`src/rtl/prio_fifo_ctrl.sv`:
```
// Strict-priority multi-queue FIFO controller over a shared dual-port RAM, one static partition per queue.
// Optional dropped-write counter is built only when PRIO_FIFO_DROP_CNT_EN is defined.
module prio_fifo_ctrl #(
  parameter int ADDR_WIDTH = 5,
  parameter int DATA_WIDTH = 16,
  parameter int PRIO_NUM   = 4,
  localparam int QW        = $clog2(PRIO_NUM)
) (
  input  logic                  clk,
  input  logic                  rst_n,
  input  logic                  wr_en,
  input  logic [QW-1:0]         wr_prio,
  input  logic [DATA_WIDTH-1:0] wr_data,
  input  logic                  rd_req,
  output logic                  rd_valid,
  output logic [DATA_WIDTH-1:0] rd_data,
  output logic [QW-1:0]         rd_prio,
  output logic [PRIO_NUM-1:0]   full,
  output logic [PRIO_NUM-1:0]   empty,
  output logic [15:0]           drop_cnt,
  output logic                  ram_ena,
  output logic                  ram_wea,
  output logic [ADDR_WIDTH-1:0] ram_addra,
  output logic [DATA_WIDTH-1:0] ram_dina,
  output logic                  ram_enb,
  output logic                  ram_web,
  output logic [ADDR_WIDTH-1:0] ram_addrb,
  input  logic [DATA_WIDTH-1:0] ram_doutb
);

  localparam int PW = ADDR_WIDTH - QW;
  localparam logic [PW:0] QD_CNT = (PW+1)'(1 << PW);

  logic [PW-1:0]       wptr [PRIO_NUM];
  logic [PW-1:0]       rptr [PRIO_NUM];
  logic [PW:0]         cnt  [PRIO_NUM];
  logic [QW-1:0]       sel;
  logic                found;
  logic                wr_acc;
  logic                rd_acc;
  logic [PRIO_NUM-1:0] wr_hit;
  logic [PRIO_NUM-1:0] rd_hit;

  // Per-queue status straight from occupancy.
  always_comb begin
    for (int q = 0; q < PRIO_NUM; q++) begin
      empty[q] = (cnt[q] == '0);
      full[q]  = (cnt[q] == QD_CNT);
    end
  end

  // Lowest-index non-empty queue wins the read.
  always_comb begin
    sel   = '0;
    found = 1'b0;
    for (int i = 0; i < PRIO_NUM; i++) begin
      if (!found && !empty[i]) begin
        sel   = QW'(i);
        found = 1'b1;
      end else begin
        found = found;
      end
    end
  end

  assign wr_acc = rst_n & wr_en & ~full[wr_prio];
  assign rd_acc = rst_n & rd_req & found;

  // Per-queue hit vectors for the pointer/occupancy update.
  always_comb begin
    for (int q = 0; q < PRIO_NUM; q++) begin
      wr_hit[q] = wr_acc && (wr_prio == QW'(q));
      rd_hit[q] = rd_acc && (sel == QW'(q));
    end
  end

  assign ram_ena   = wr_acc;
  assign ram_wea   = wr_acc;
  assign ram_addra = {wr_prio, wptr[wr_prio]};
  assign ram_dina  = wr_data;
  assign ram_enb   = rd_acc;
  assign ram_web   = 1'b0;
  assign ram_addrb = {sel, rptr[sel]};
  assign rd_data   = ram_doutb;

  // Pointers, occupancy and read-response tracking.
  always_ff @(posedge clk or negedge rst_n) begin
    if (!rst_n) begin
      for (int q = 0; q < PRIO_NUM; q++) begin
        wptr[q] <= '0;
        rptr[q] <= '0;
        cnt[q]  <= '0;
      end
      rd_valid <= 1'b0;
      rd_prio  <= '0;
    end else begin
      rd_valid <= rd_acc;
      if (rd_acc) begin
        rd_prio <= sel;
      end else begin
        rd_prio <= rd_prio;
      end
      for (int q = 0; q < PRIO_NUM; q++) begin
        if (wr_hit[q]) begin
          wptr[q] <= wptr[q] + PW'(1);
        end else begin
          wptr[q] <= wptr[q];
        end
        if (rd_hit[q]) begin
          rptr[q] <= rptr[q] + PW'(1);
        end else begin
          rptr[q] <= rptr[q];
        end
        // Simultaneous write and read on one queue leave occupancy unchanged.
        case ({wr_hit[q], rd_hit[q]})
          2'b10:   cnt[q] <= cnt[q] + (PW+1)'(1);
          2'b01:   cnt[q] <= cnt[q] - (PW+1)'(1);
          default: cnt[q] <= cnt[q];
        endcase
      end
    end
  end

`ifdef PRIO_FIFO_DROP_CNT_EN
  logic        drop;
  logic [15:0] drop_q;

  assign drop = rst_n & wr_en & full[wr_prio];

  // Saturating dropped-write counter; only reset clears it.
  always_ff @(posedge clk or negedge rst_n) begin
    if (!rst_n) begin
      drop_q <= 16'h0000;
    end else if (drop && (drop_q != 16'hFFFF)) begin
      drop_q <= drop_q + 16'h0001;
    end else begin
      drop_q <= drop_q;
    end
  end

  assign drop_cnt = drop_q;
`else
  assign drop_cnt = 16'h0000;
`endif

endmodule

```
`config.mk`:
```
export PLATFORM = sky130hd
export DESIGN_NAME = prio_fifo_ctrl
export DESIGN_NICKNAME = d
export VERILOG_FILES = /design/src/rtl/prio_fifo_ctrl.sv
export SDC_FILE = /design/constraint.sdc
export NUM_CORES = 1
export LEC_CHECK = 0
export CAP_MARGIN = 5
export CORE_ASPECT_RATIO = 0.7
export CORE_UTILIZATION = 45
export DETAILED_ROUTE_END_ITERATION = 12
export GPL_TIMING_DRIVEN = 1
export PLACE_DENSITY = 0.82
export REMOVE_ABC_BUFFERS = 1
export SETUP_SLACK_MARGIN = 0.4
export SYNTH_ARGS = -nofsm -noshare
export SYNTH_HDL_FRONTEND = slang
export SYNTH_SLANG_ARGS = --single-unit
```
`constraint.sdc`:
```
create_clock -name clk -period 3.85 [get_ports clk]
set_input_delay 0.385 -clock clk [delete_from_list [all_inputs] [get_ports clk]]
set_output_delay 0.385 -clock clk [all_outputs]
set_load 0.1 [all_outputs]
```
[Word-level counts from Yosys, hierarchy flattened]
Cells that the tools add are included.
Word-level totals
  flip-flop bits (word level): 43
  input bits: 38
Cells by class
  reduce and logical (&&, ||, !) cells: 26
  order comparisons: 3
  equal/unequal tests: 18
  mux-type cells: 19
  add/sub/neg operators: 16
  bitwise gates (word level): 7
Operator list (number)
  case mux 4 bit (2 select lines): 4
  adder 3 x 1 -> 3 bit, second input constant: 8
  adder 4 x 1 -> 4 bit, second input constant: 4
  == test 2 bit, second input constant: 8
  == test 4 bit, second input constant: 4
  logical NOT 4 bit: 4
  subtractor 4 x 1 -> 4 bit, second input constant: 4
  binary-select mux 3 bit (select 2 bit): 2
  == test 2 x 1 -> 1 bit, second input constant: 6
  two-way mux 3 bit: 4
  logical AND 1 bit: 11
  nonzero test 2 bit: 4
  greater-or-equal comparator 3 bit, second input constant: 2
  two-way mux 1 bit: 6
  NOT 2 -> 3 bit: 2
  logical NOT 1 bit: 5
  AND 1 bit: 4
  logical NOT 2 bit: 2
  two-way mux 2 bit: 2
  less-than comparator 2 x 3 -> 1 bit, second input constant: 1
  binary-select mux 1 bit (select 2 bit): 1
  NOT 1 bit: 1

[Longest topological paths before layout]
  word-level depth: 14
  depth in mapped cells: 10
  mapped depth without buffers: 9

[Worst setup path before layout]
Ideal clock, no wire load.
  path type: register to output
  start point: register cnt[10] (netlist bit)
  end point: output port ram_wea
  slack: -1839 ps
  cell stages (with the launch flop): 5
  data required time: 3465 ps
  buffers on the path: 1
  arrival time: 5304 ps
  cells stage by stage: dfrtp_1 > nor4b_1 > mux4_2 > nor2_1 > buf_4
On the way
  word-level cells in the longest chain between the ends: 5
Ends and longest elaborated chain
  from (decl): line 36  | logic [PW:0] cnt [PRIO_NUM];
  from (signal, indexed assignment): line 116  | 2'b10: cnt[q] <= cnt[q] + (PW+1)'(1);
  from (signal, indexed assignment): line 117  | 2'b01: cnt[q] <= cnt[q] - (PW+1)'(1);
  from (signal, indexed assignment): line 118  | default: cnt[q] <= cnt[q];
  == test 4 bit: line 48  | full[q] = (cnt[q] == QD_CNT);
  via full[1]: line 18  | output logic [PRIO_NUM-1:0] full,
  binary-select mux 1 bit (select 2 bit): line 66  | assign wr_acc = rst_n & wr_en & ~full[wr_prio];
  two-way mux 1 bit (not written as such): line 66
  NOT 1 bit: line 66
  AND 1 bit: line 66
  to (decl): line 22  | output logic ram_wea,
The timed path passes the listed nets, and every way through them passes these cells. The select of a mux whose other input is x is not followed.

[Worst setup path in the final report]
  start point: register cnt[11] (netlist bit)
  end point: output port ram_addrb[0]
On the way
  word-level cells in the longest chain between the ends: 14
  elaborated cells between the ends (all ways): 16
Ends and longest elaborated chain
  logical NOT 4 bit (*): line 47  | empty[q] = (cnt[q] == '0);
  logical NOT 1 bit (*): line 57  | if (!found && !empty[i]) begin
  logical AND 1 bit (*): line 57
  two-way mux 1 bit: line 57
  logical NOT 1 bit: line 57
  logical AND 1 bit: line 57
  two-way mux 1 bit: line 57
  logical NOT 1 bit: line 57
  logical AND 1 bit: line 57
  two-way mux 2 bit (*): line 57
  NOT 2 -> 3 bit (not written as such) (*): line 83  | assign ram_addrb = {sel, rptr[sel]};
  binary-select mux 3 bit (select 2 bit) (*): line 83
  two-way mux 3 bit (not written as such) (*) (2 in a row): line 83
  to (decl): line 27  | output logic [ADDR_WIDTH-1:0] ram_addrb,
Mark *: on every way between the ends. The rest lies on a longest branch, timed or not. The select of a mux whose other input is x is not followed.

==> flow_results.xml <==
<?xml version="1.0" encoding="UTF-8"?>
<metrics>
  <group name="timing">
    <metric name="clock_skew" unit="ns">0.00882</metric>
    <metric name="period_needed" unit="ns">3.03</metric>
    <metric name="fmax" unit="MHz">330</metric>
    <metric name="slew_viol_final" unit="">0</metric>
    <metric name="finalHoldViolCount" unit="">0</metric>
    <metric name="slew_headroom" unit="%">35.1</metric>
    <metric name="transition_at_the_pin_with_the_smallest_max_transition_slack" unit="ns">0.970</metric>
    <metric name="unrepaired_setup_endpoints_after_global_routing" unit="">false</metric>
    <metric name="fin_crit_sh" unit="%">78.7</metric>
    <metric name="setup_viol" unit="">0</metric>
  </group>
  <group name="pwr">
    <metric name="total_leakage_power" unit="nW">1.46</metric>
    <metric name="worst_ir_drop_vdd" unit="V">0.000463</metric>
    <metric name="cell_pwr_density" unit="nW/um^2">907</metric>
  </group>
  <group name="setup_path">
    <metric name="worst-endpoint-required" unit="ns">3.46</metric>
    <metric name="critPathLaunch" unit="">cnt[11]</metric>
    <metric name="path_max_fanout" unit="">6</metric>
    <metric name="endpoint_kind" unit="">output pin</metric>
    <metric name="arrival" unit="ns">2.65</metric>
    <metric name="timing.rr.start" unit="">cnt[11]</metric>
    <metric name="start_kind" unit="">register</metric>
    <metric name="critical_path_class" unit="">register to output pin</metric>
  </group>
  <group name="route">
    <metric name="avgRoutedWirePerCell" unit="um">18.0</metric>
    <metric name="drtIter0Drc" unit="">62</metric>
    <metric name="drt-total-wl" unit="mm">6.17</metric>
    <metric name="num_vias" unit="">1800</metric>
    <metric name="postRouteAntennaNets" unit="">0</metric>
    <metric name="drcViolationCount" unit="">3</metric>
    <metric name="detail_route.first_pass.iterations" unit="">8</metric>
    <metric name="via_to_cell_ratio" unit="">5.25</metric>
  </group>
  <group name="floorplan">
    <metric name="floorplan.die.height" unit="um">69.1</metric>
    <metric name="die_outline_area" unit="sq um">6760</metric>
    <metric name="floorplan.initialDensity" unit="%">46.6</metric>
    <metric name="chipWidth" unit="um">97.9</metric>
    <metric name="placement_rows" unit="">24</metric>
    <metric name="floorplan.io_pins" unit="">111</metric>
    <metric name="core_area" unit="sq um">6220</metric>
  </group>
  <group name="finish">
    <metric name="fillCellCount" unit="">562</metric>
    <metric name="post_route_cells_drive_above_1_share" unit="%">21.9</metric>
    <metric name="total_area_of_multi_input_combinational_cells" unit="sq um">1370</metric>
    <metric name="insertedDiodeCount" unit="">0</metric>
    <metric name="seqCellArea" unit="sq um">1080</metric>
    <metric name="post_layout_nonfiller_instances" unit="">343</metric>
    <metric name="final_util" unit="%">48.1</metric>
    <metric name="final_nets" unit="">326</metric>
    <metric name="layout-area-overhead-vs-synth" unit="%">3.20</metric>
  </group>
  <group name="clocking">
    <metric name="cts_root_buffer" unit="">sky130_fd_sc_hd__clkbuf_8</metric>
    <metric name="clock_path_buffers" unit="">2</metric>
    <metric name="tritoncts" unit="">done</metric>
    <metric name="clock_latency" unit="ns">0.30</metric>
    <metric name="cts_sinks" unit="">43</metric>
    <metric name="numCtsBuffers" unit="">5</metric>
    <metric name="post_cts.resized_instances" unit="">0</metric>
    <metric name="postCtsSetupRepairBufs" unit="">0</metric>
    <metric name="hold_fix_buffer_count_after_cts" unit="">0</metric>
    <metric name="worst_setup_hold_path_clk_slew" unit="ns">0.09</metric>
    <metric name="clock_tree.htree_level_count" unit="">2</metric>
  </group>
  <group name="placement">
    <metric name="place.gp.congestion" unit="">0.796</metric>
    <metric name="placed_cells" unit="">335</metric>
    <metric name="place_hpwl" unit="mm">4.75</metric>
    <metric name="portBuffers" unit="">29</metric>
  </group>
  <group name="job">
    <metric name="timing.max_cap.violations" unit="">0</metric>
  </group>
  <group name="global_routing">
    <metric name="grt_first_pass_wirelength" unit="mm">9.79</metric>
    <metric name="first_global_vias" unit="">1717</metric>
    <metric name="grt_max_degree" unit="">44</metric>
    <metric name="grt_use_total" unit="%">19.2</metric>
    <metric name="grt_overflow_total" unit="">0</metric>
    <metric name="antenna_found_initial" unit="">0</metric>
  </group>
  <group name="status">
    <metric name="failed_checks" unit="">design-rule violations</metric>
    <metric name="status" unit="">finished with violations</metric>
  </group>
  <group name="logic_synthesis">
    <metric name="syn_inst" unit="">270</metric>
    <metric name="sequential_area_share_after_synthesis" unit="%">37.2</metric>
    <metric name="postSynthAreaPerCell" unit="sq um">10.7</metric>
    <metric name="postSynthRegisterBits" unit="">43</metric>
    <metric name="syn_area" unit="sq um">2900</metric>
    <metric name="yosysWarningCount" unit="">0</metric>
    <metric name="synth_cell_types" unit="">41</metric>
  </group>
  <group name="worst_hold_path">
    <metric name="hold_path.class" unit="">input port to asynchronous set/reset pin</metric>
  </group>
</metrics>
[sequential cells by signal, indices dropped and copies added, names as in the netlist]
register  flops
cnt          16
rd_prio       2
rd_valid      1
rptr         12
wptr         12
[area by class of cell]
| cell class | instances | area share, % |
|---|---|---|
| Clock buffer | 5 | 2.30 |
| Clock inverter | 3 | 1.47 |
| Inverter | 20 | 2.51 |
| Multi-Input combinational cell | 162 | 45.9 |
| Sequential cell | 43 | 36.0 |
| Tap cell | 78 | 3.27 |
| Timing Repair Buffer | 32 | 8.54 |
[cell families (layout without fill, tap and decap cells)]
| family | count (synthesis) | count (layout) | share of synthesized area, % |
|---|---|---|---|
| buffers and inverters | 81 | 60 | 17.5 |
| AND/OR/NAND/NOR | 46 | 46 | 9.12 |
| multiplexers | 24 | 24 | 10.6 |
| AO/OA/AOI/OAI | 23 | 23 | 5.53 |
| other | 1 | 17 | 0.130 |
| adder cells (fa/ha/maj) | 24 | 24 | 11.4 |
| XOR/XNOR | 28 | 28 | 8.47 |
| flip-flops | 43 | 43 | 37.2 |
[layout by cell type, fill, tap and decap left out, types with 9 or more instances in the layout]
| master | count |
|---|---|
| sky130_fd_sc_hd__xnor2_1 | 17 |
| sky130_fd_sc_hd__dfrtp_1 | 43 |
| sky130_fd_sc_hd__conb_1 | 17 |
| sky130_fd_sc_hd__xor2_1 | 11 |
| sky130_fd_sc_hd__mux2_2 | 10 |
| sky130_fd_sc_hd__buf_4 | 24 |
| sky130_fd_sc_hd__mux2i_1 | 9 |
| sky130_fd_sc_hd__nand2_1 | 13 |
| sky130_fd_sc_hd__nor2_1 | 14 |
| sky130_fd_sc_hd__ha_1 | 20 |
| sky130_fd_sc_hd__inv_1 | 18 |
[per-layer routing]
metal	up-vias	global-route usage, %	routed length, um
met5	-	2.31	0
met4	0	4.55	48
met3	7	11.7	729
met2	93	22.6	2350
met1	880	28.4	3040
li1	820	-	-
[worst max-delay path: stages, from the launching register on]
cell and delay (ns):
sky130_fd_sc_hd__dfrtp_1 0.41, sky130_fd_sc_hd__or4_1 0.71, sky130_fd_sc_hd__a211oi_4 0.40, sky130_fd_sc_hd__mux2_4 0.34
sky130_fd_sc_hd__o221a_2 0.25, sky130_fd_sc_hd__buf_4 0.23
[metrics by stage]
stage / power (mW) / worst slack (ns) / hold slack, ns / area, sq um / setup TNS, ns
after global routing: 2.88 / 0.667 / 0.287 / 2990 / 0
after floorplan: 2.04 / -1.76 / 0.0894 / 2520 / -40.67
after global placement: 2.32 / 0.779 / 0.459 / 2880 / 0
after CTS: 2.73 / 0.810 / 0.245 / 2990 / 0
after detailed placement: 2.36 / 0.720 / 0.463 / 2880 / 0
final: 2.71 / 0.819 / 0.236 / 2990 / 0
[Yosys cell counts]
master	n	area share (%)
sky130_fd_sc_hd__a21o_1	4	1.0
sky130_fd_sc_hd__nor2_1	14	1.8
sky130_fd_sc_hd__xnor2_1	17	5.1
sky130_fd_sc_hd__a41oi_1	1	0.30
sky130_fd_sc_hd__buf_4	52	13
sky130_fd_sc_hd__nor4_4	1	0.73
sky130_fd_sc_hd__o2111ai_1	1	0.30
sky130_fd_sc_hd__ha_1	20	8.6
sky130_fd_sc_hd__nor4_2	1	0.43
sky130_fd_sc_hd__a31oi_1	1	0.22
sky130_fd_sc_hd__inv_1	18	2.3
sky130_fd_sc_hd__nor3_2	1	0.35
sky130_fd_sc_hd__nand2_1	13	1.7
sky130_fd_sc_hd__or3b_2	1	0.30
sky130_fd_sc_hd__or4_1	2	0.52
sky130_fd_sc_hd__inv_2	2	0.26
sky130_fd_sc_hd__o21a_1	1	0.26
sky130_fd_sc_hd__xor2_1	11	3.3
sky130_fd_sc_hd__and3_1	1	0.22
sky130_fd_sc_hd__nand4_1	1	0.22
sky130_fd_sc_hd__mux2_4	1	0.52
sky130_fd_sc_hd__a211oi_4	1	0.69
sky130_fd_sc_hd__or4_4	1	0.39
sky130_fd_sc_hd__or4b_2	1	0.35
sky130_fd_sc_hd__o21ai_0	5	0.86
sky130_fd_sc_hd__dfrtp_1	43	37
sky130_fd_sc_hd__clkbuf_2	1	0.17
sky130_fd_sc_hd__nor4b_1	4	1.2
sky130_fd_sc_hd__mux4_2	4	3.1
sky130_fd_sc_hd__nor3_1	1	0.17
sky130_fd_sc_hd__mux2_2	10	3.9
sky130_fd_sc_hd__nand3_1	3	0.52
sky130_fd_sc_hd__clkbuf_1	7	0.91
sky130_fd_sc_hd__buf_6	1	0.39
sky130_fd_sc_hd__o22ai_1	2	0.43
sky130_fd_sc_hd__nor4_1	1	0.22
sky130_fd_sc_hd__fa_1	4	2.8
sky130_fd_sc_hd__o221a_2	1	0.39
sky130_fd_sc_hd__conb_1	1	0.13
sky130_fd_sc_hd__a21oi_1	6	1.0
sky130_fd_sc_hd__mux2i_1	9	3.1
[report_power, final]
part           internal [mW]  switching [mW]
Sequential             0.642           0.197
Clock                  0.193           0.165
Combinational          0.447            1.06
[path summary, 6_finish.rpt]
| check | endpoint | cells past startpoint | slack (ns) |
|---|---|---|---|
| max in group asynchronous | wptr[4] | 2 | 3.24 |
| min in group clk | wptr[8] | 1 | 0.48 |
| min reg2reg | wptr[8] | 1 | 0.48 |
| min | cnt[15] | 2 | 0.24 |
| max | ram_addrb[0] | 5 | 0.82 |
| max reg2reg | cnt[7] | 8 | 0.92 |
Power figures use the tool's default switching activity.
